<file path="src/rtl/mac_pkg.sv">
// ---------------------------------------------------------------------------
// mac_pkg
// Shared definitions for the MAC operand sequencer slice:
//   - MAC_OP_W  : width of one MAC operand (a or b)
//   - MAC_ACC_W : width of the MAC accumulator / result
//   - seq_state_t : sequencer FSM states
// ---------------------------------------------------------------------------
package mac_pkg;

    localparam int MAC_OP_W  = 4;
    localparam int MAC_ACC_W = 8;

    typedef enum logic [2:0] {
        ST_IDLE  = 3'd0,
        ST_CLEAR = 3'd1,
        ST_ISSUE = 3'd2,
        ST_WAIT  = 3'd3,
        ST_DONE  = 3'd4
    } seq_state_t;

endpackage

</file>
<file path="src/rtl/mac_op_fifo.sv">
// ---------------------------------------------------------------------------
// mac_op_fifo
// Operand-pair buffer for the MAC sequencer.
//   MAC_SEQ_FIFO_EN defined   : circular FIFO of DEPTH entries (DEPTH a power
//                               of 2, >= 2); full when count == DEPTH.
//   MAC_SEQ_FIFO_EN undefined : single-entry holding register; full == valid.
// Ports:
//   clk, rst          clock, synchronous active-high reset (flushes buffer)
//   push, push_data   write one pair (caller guarantees !full)
//   pop               drop the head pair (caller guarantees !empty)
//   pop_data          head pair, valid whenever !empty
//   full, empty       occupancy flags
//   count             number of pairs held
// ---------------------------------------------------------------------------
module mac_op_fifo #(
    parameter  int DEPTH  = 4,
    parameter  int DATA_W = 8,
    localparam int CNT_W  = $clog2(DEPTH + 1)
) (
    input  logic              clk,
    input  logic              rst,
    input  logic              push,
    input  logic [DATA_W-1:0] push_data,
    input  logic              pop,
    output logic [DATA_W-1:0] pop_data,
    output logic              full,
    output logic              empty,
    output logic [CNT_W-1:0]  count
);

`ifdef MAC_SEQ_FIFO_EN

    localparam int PTR_W = $clog2(DEPTH);

    logic [DATA_W-1:0] r_mem [DEPTH];
    logic [PTR_W-1:0]  r_wr_ptr;
    logic [PTR_W-1:0]  r_rd_ptr;
    logic [CNT_W-1:0]  r_count;

    // Storage carries no reset; only the pointers/count define validity.
    always_ff @(posedge clk) begin
        if (push) begin
            r_mem[r_wr_ptr] <= push_data;
        end
    end

    // Pointers wrap naturally because DEPTH is a power of 2.
    always_ff @(posedge clk) begin
        if (rst) begin
            r_wr_ptr <= '0;
            r_rd_ptr <= '0;
            r_count  <= '0;
        end else begin
            if (push) begin
                r_wr_ptr <= r_wr_ptr + PTR_W'(1);
            end
            if (pop) begin
                r_rd_ptr <= r_rd_ptr + PTR_W'(1);
            end
            case ({push, pop})
                2'b10:   r_count <= r_count + CNT_W'(1);
                2'b01:   r_count <= r_count - CNT_W'(1);
                default: r_count <= r_count;
            endcase
        end
    end

    assign pop_data = r_mem[r_rd_ptr];
    assign full     = (r_count == CNT_W'(DEPTH));
    assign empty    = (r_count == '0);
    assign count    = r_count;

`else

    logic [DATA_W-1:0] r_data;
    logic              r_valid;

    // Push only happens while empty and pop only while full, so the two
    // never coincide in this variant.
    always_ff @(posedge clk) begin
        if (rst) begin
            r_valid <= 1'b0;
            r_data  <= '0;
        end else if (push) begin
            r_valid <= 1'b1;
            r_data  <= push_data;
        end else if (pop) begin
            r_valid <= 1'b0;
        end
    end

    assign pop_data = r_data;
    assign full     = r_valid;
    assign empty    = !r_valid;
    assign count    = CNT_W'(r_valid);

`endif

endmodule

</file>
<file path="src/rtl/mac_operand_sequencer.sv">
// ---------------------------------------------------------------------------
// mac_operand_sequencer
// Operand-side controller for the MAC datapath. Buffers packed 4x4-bit operand
// pairs, and on start clears the MAC, issues exactly len pairs, waits out the
// MAC register latency, captures the accumulator and offers it on a
// valid/ready result port.
// Build option: MAC_SEQ_FIFO_EN selects a FIFO_DEPTH-entry operand FIFO;
// without it the buffer is a single-entry register.
// Ports:
//   clk, rst                  clock, synchronous active-high reset
//   start, len                job request (sampled in IDLE only)
//   busy                      high in every state except IDLE
//   op_valid/op_data/op_ready operand pair stream, a=[3:0], b=[7:4]
//   mac_a, mac_b              registered operands to the MAC
//   mac_en, mac_clr           registered MAC accumulate / clear strobes
//   mac_acc                   MAC accumulator value
//   res_valid/res_data/res_ready  result stream
// ---------------------------------------------------------------------------
module mac_operand_sequencer
    import mac_pkg::*;
#(
    parameter int LEN_W      = 4,
    parameter int FIFO_DEPTH = 4
) (
    input  logic                 clk,
    input  logic                 rst,
    input  logic                 start,
    input  logic [LEN_W-1:0]     len,
    output logic                 busy,
    input  logic                 op_valid,
    input  logic [7:0]           op_data,
    output logic                 op_ready,
    output logic [MAC_OP_W-1:0]  mac_a,
    output logic [MAC_OP_W-1:0]  mac_b,
    output logic                 mac_en,
    output logic                 mac_clr,
    input  logic [MAC_ACC_W-1:0] mac_acc,
    output logic                 res_valid,
    output logic [MAC_ACC_W-1:0] res_data,
    input  logic                 res_ready
);

    localparam int CNT_W = $clog2(FIFO_DEPTH + 1);

    seq_state_t           r_state;
    logic [LEN_W-1:0]     r_remain;
    logic                 r_wait_cnt;
    logic [MAC_OP_W-1:0]  r_mac_a;
    logic [MAC_OP_W-1:0]  r_mac_b;
    logic                 r_mac_en;
    logic                 r_mac_clr;
    logic                 r_res_valid;
    logic [MAC_ACC_W-1:0] r_res_data;

    logic                 w_push;
    logic                 w_pop;
    logic [7:0]           w_head;
    logic                 w_full;
    logic                 w_empty;
    logic [CNT_W-1:0]     w_count;
    logic                 w_unused_count;

    assign w_push = op_valid && op_ready;
    // Pop only in ISSUE with something buffered; an empty buffer is a stall.
    assign w_pop  = (r_state == ST_ISSUE) && !w_empty;

    mac_op_fifo #(
        .DEPTH  (FIFO_DEPTH),
        .DATA_W (8)
    ) u_op_fifo (
        .clk       (clk),
        .rst       (rst),
        .push      (w_push),
        .push_data (op_data),
        .pop       (w_pop),
        .pop_data  (w_head),
        .full      (w_full),
        .empty     (w_empty),
        .count     (w_count)
    );

    // Occupancy count is observation-only; the controller needs just the flags.
    assign w_unused_count = ^w_count;

    always_ff @(posedge clk) begin
        if (rst) begin
            r_state     <= ST_IDLE;
            r_remain    <= '0;
            r_wait_cnt  <= 1'b0;
            r_mac_a     <= '0;
            r_mac_b     <= '0;
            r_mac_en    <= 1'b0;
            r_mac_clr   <= 1'b0;
            r_res_valid <= 1'b0;
            r_res_data  <= '0;
        end else begin
            // Strobes are derived from the current state so they land in the
            // cycle after the deciding edge, matching the MAC's registered inputs.
            r_mac_en  <= w_pop;
            r_mac_clr <= (r_state == ST_CLEAR);
            if (w_pop) begin
                r_mac_a <= w_head[MAC_OP_W-1:0];
                r_mac_b <= w_head[2*MAC_OP_W-1:MAC_OP_W];
            end

            case (r_state)
                ST_IDLE: begin
                    if (start) begin
                        r_remain <= len;
                        r_state  <= ST_CLEAR;
                    end
                end
                ST_CLEAR: begin
                    r_wait_cnt <= 1'b0;
                    r_state    <= (r_remain != '0) ? ST_ISSUE : ST_WAIT;
                end
                ST_ISSUE: begin
                    r_wait_cnt <= 1'b0;
                    if (w_pop) begin
                        r_remain <= r_remain - LEN_W'(1);
                        if (r_remain == LEN_W'(1)) begin
                            r_state <= ST_WAIT;
                        end
                    end
                end
                ST_WAIT: begin
                    // Two cycles: the last mac_en must reach the accumulator
                    // register before it is sampled.
                    if (r_wait_cnt) begin
                        r_res_data  <= mac_acc;
                        r_res_valid <= 1'b1;
                        r_state     <= ST_DONE;
                    end else begin
                        r_wait_cnt <= 1'b1;
                    end
                end
                ST_DONE: begin
                    if (r_res_valid && res_ready) begin
                        r_res_valid <= 1'b0;
                        r_state     <= ST_IDLE;
                    end
                end
                default: begin
                    r_state <= ST_IDLE;
                end
            endcase
        end
    end

    assign busy      = (r_state != ST_IDLE);
    assign op_ready  = !w_full;
    assign mac_a     = r_mac_a;
    assign mac_b     = r_mac_b;
    assign mac_en    = r_mac_en;
    assign mac_clr   = r_mac_clr;
    assign res_valid = r_res_valid;
    assign res_data  = r_res_data;

endmodule

</file>
<file path="config.mk">
export PLATFORM = sky130hd
export DESIGN_NAME = mac_operand_sequencer
export DESIGN_NICKNAME = d
export VERILOG_FILES = /design/src/rtl/mac_pkg.sv /design/src/rtl/mac_op_fifo.sv /design/src/rtl/mac_operand_sequencer.sv
export SDC_FILE = /design/constraint.sdc
export NUM_CORES = 1
export LEC_CHECK = 0
export BUFFER_PORTS_ARGS = -buffer_cell sky130_fd_sc_hd__buf_2
export CAP_MARGIN = 20
export CORE_ASPECT_RATIO = 1.25
export CORE_MARGIN = 2
export CORE_UTILIZATION = 46
export CTS_CLUSTER_SIZE = 28
export DETAILED_ROUTE_END_ITERATION = 8
export PLACE_DENSITY = 0.73
export SKIP_CTS_REPAIR_TIMING = 1
export SLEW_MARGIN = 20
export SYNTH_ARGS = -nofsm -noshare
export SYNTH_HDL_FRONTEND = slang
export SYNTH_HIERARCHICAL = 1
export SYNTH_SLANG_ARGS = --single-unit
</file>
<file path="constraint.sdc">
create_clock -name clk -period 1.7 [get_ports clk]
set_input_delay 0.17 -clock clk [delete_from_list [all_inputs] [get_ports clk]]
set_output_delay 0.17 -clock clk [all_outputs]
set_load 0.05 [all_outputs]
</file>
==> metrics.md <==
| Metric | Value |
|---|---|
| Min cycle time layout | 1.50 ns |
| Root buffer cell | clkbuf_8 |
| First-pass GRT wire length | 5020 µm |
| CP max stage delay | 0.40 ns |
| Worst min path class | input port to flip-flop |
| TritonCTS clock tree | built |
| DR WL/cell | 11.6 µm |
| DR vias/cell | 4.94 |
| GPL Wtd Cong | 0.801 |
| CP Data Required Time | 1.89 ns |
| Final Skew | 0.00385 ns |
| Die area | 0.00371 mm² |
| Via count | 1303 |
| Clk_lat worst skew | 0.29 ns |
| Worst Max-Slew Pin Slew | 0.485 ns |
| CTS buffer count | 5 |
| Router iterations before antenna repair | 4 |
| Flop-to-flop setup slack | 0.20 ns |
| # H-tree levels | 2 |
| Placed inst area | 0.00175 mm² |
| Fill cells | 315 |
| I/O pins | 46 |
| R2R cell count | 5 |
| Gate Count Post-Synth | 177 |
| Critical-path top delay cell | or2_1 |
| Syn_area_per_cell | 8.42 µm² |
| Detailed Route WL | 3060 µm |
| Final Non-Filler Cells | 264 |
| DP HPWL | 2270 µm |
| Reg-to-Reg Start | r_state[2] |
| Hold_ws | 0.110 ns |
| Final instance area | 0.00184 mm² |
| GRT Util Overall | 0.191 |
| Port Buffer Count | 45 |
| Initial antenna violation count | 0 |
| Post-Syn Nets | 204 |
| Number of warnings issued by yosys | 6 |
| Width of the die | 54.9 µm |
| Crit start category | flip-flop |
| Max_cap viols | 0 |
| Reg clk slew, reported paths | 0.07 ns |
| Grt peak-use layer | met2 |
| RSZ-0062 raised after global routing | no |
| Area growth from synthesis to layout | 23.7% |
| Final setup fails | 0 |
| Worst Min Path Start | op_data[0] |
| Lkg Pwr | 0.809 nW |
| Fmax achieved | 668 MHz |
| Worst Hold Depth | 3 |
| Hold-critical path endpoint | u_op_fifo/pop_data[0] |
| # diodes | 0 |
| Core Region | 0.00317 mm² |
| CP Buf/Inv Count | 1 |
| Most common cell after layout, fill and taps aside | buf_2 |
| # clock sinks | 36 |
| Cells after DPL | 256 |
| Post-Syn Area | 0.00149 mm² |
| Power per standard cell area | 1150 mW/mm² |
| Vias in the first global route | 1152 |
| Total gr overflow | 0 |
| Die height | 67.6 µm |
| Met2 GRT Util | 0.289 |
| Setup CP Type | flip-flop to flip-flop |
| Worst path cell trace | or3b_1, or2_1, clkinv_8, nand2b_1, a21oi_1 |
| Max rail drop VDD | 0.000723 V |
| Initial DRC Count | 34 |
| Critical Path AT | 1.68 ns |
| Crit path max fanout | 10 |
| Met1 GRT Util | 0.232 |
| Grt met3 use | 0.0796 |
| Starting density of the core | 0.471 |
| Setup TNS | 0 ns |
| Max transition margin | 0.677 |
| Status | finished, final reports clean |
| Worst Setup End Kind | flip-flop |
| Layout cell share with drive strength beyond 1 | 0.291 |
| DRC violations left | 0 |
| Largest net degree at the start of global routing | 18 |
| Final Cycle Share | 0.881 |
| Crit path max-delay family | simple AND/OR/NAND/NOR gates |
| Util after Layout | 0.582 |
| Fin. max-slew vios | 0 |
| Most frequent cells in the layout | 45 x buf_2, 37 x nand2_1, 36 x dfxtp_1 |
| Layout Nets | 253 |
| Post-route ant nets | 0 |
| Critical R2R Capture | u_op_fifo/full |
| Final Hold Fails | 0 |
| Core Rows | 23 |
| CTS Buffer Depth | 2 |
## state kept, by name, summed over array words and instances, names as in the netlist
| register | cells |
|---|---|
| mac_b | 4 |
| mac_a | 4 |
| mac_en | 1 |
| r_wait_cnt | 1 |
| r_remain | 4 |
| u_op_fifo/full | 1 |
| r_state | 3 |
| mac_clr | 1 |
| res_valid | 1 |
| u_op_fifo/pop_data | 8 |
| res_data | 8 |
## tightest hold or removal path, cell delays in order
cell and delay (ns):
buf_2 0.07, mux2i_1 0.05, nor2_1 0.07
## per-layer routing
metal,vias up,share of wire
met5,-,0
met4,0,0.020
met2,34,0.49
met1,581,0.43
met3,5,0.060
li1,683,-
## layout make-up
| class | instances | area (µm²) | area share |
|---|---|---|---|
| well taps | 37 | 46.3 | 0.0251 |
| repair buffers | 53 | 285 | 0.155 |
| clock buffers | 7 | 86.3 | 0.0468 |
| clock inverters | 1 | 7.51 | 0.00407 |
| multi-input cells | 123 | 658 | 0.357 |
| flip-flops and latches | 36 | 721 | 0.391 |
| inverters | 7 | 38.8 | 0.0210 |
## how the worst max path moves through the flow
stage | start | endpoint | depth (start not counted)
after floorplan | r_state[2] | u_op_fifo/full | 8
after global placement | r_state[2] | u_op_fifo/full | 5
after detailed placement | r_state[2] | u_op_fifo/full | 5
after CTS | r_state[2] | u_op_fifo/full | 5
after global routing | r_state[1] | u_op_fifo/full | 5
final | r_state[2] | u_op_fifo/full | 5
## stage by stage
stage	power [mW]	setup slack [ns]
CTS	2.15	0.208
global route	2.25	0.119
floorplan	1.38	0.117
finish	2.12	0.202
global placement	1.50	0.238
detailed placement	1.51	0.210
## power by group
part / internal [mW] / switching, mW
Combinational: 0.212 / 0.321
Sequential: 0.911 / 0.0462
Clock: 0.329 / 0.302
No activity file was read; power rests on OpenSTA's default activity.
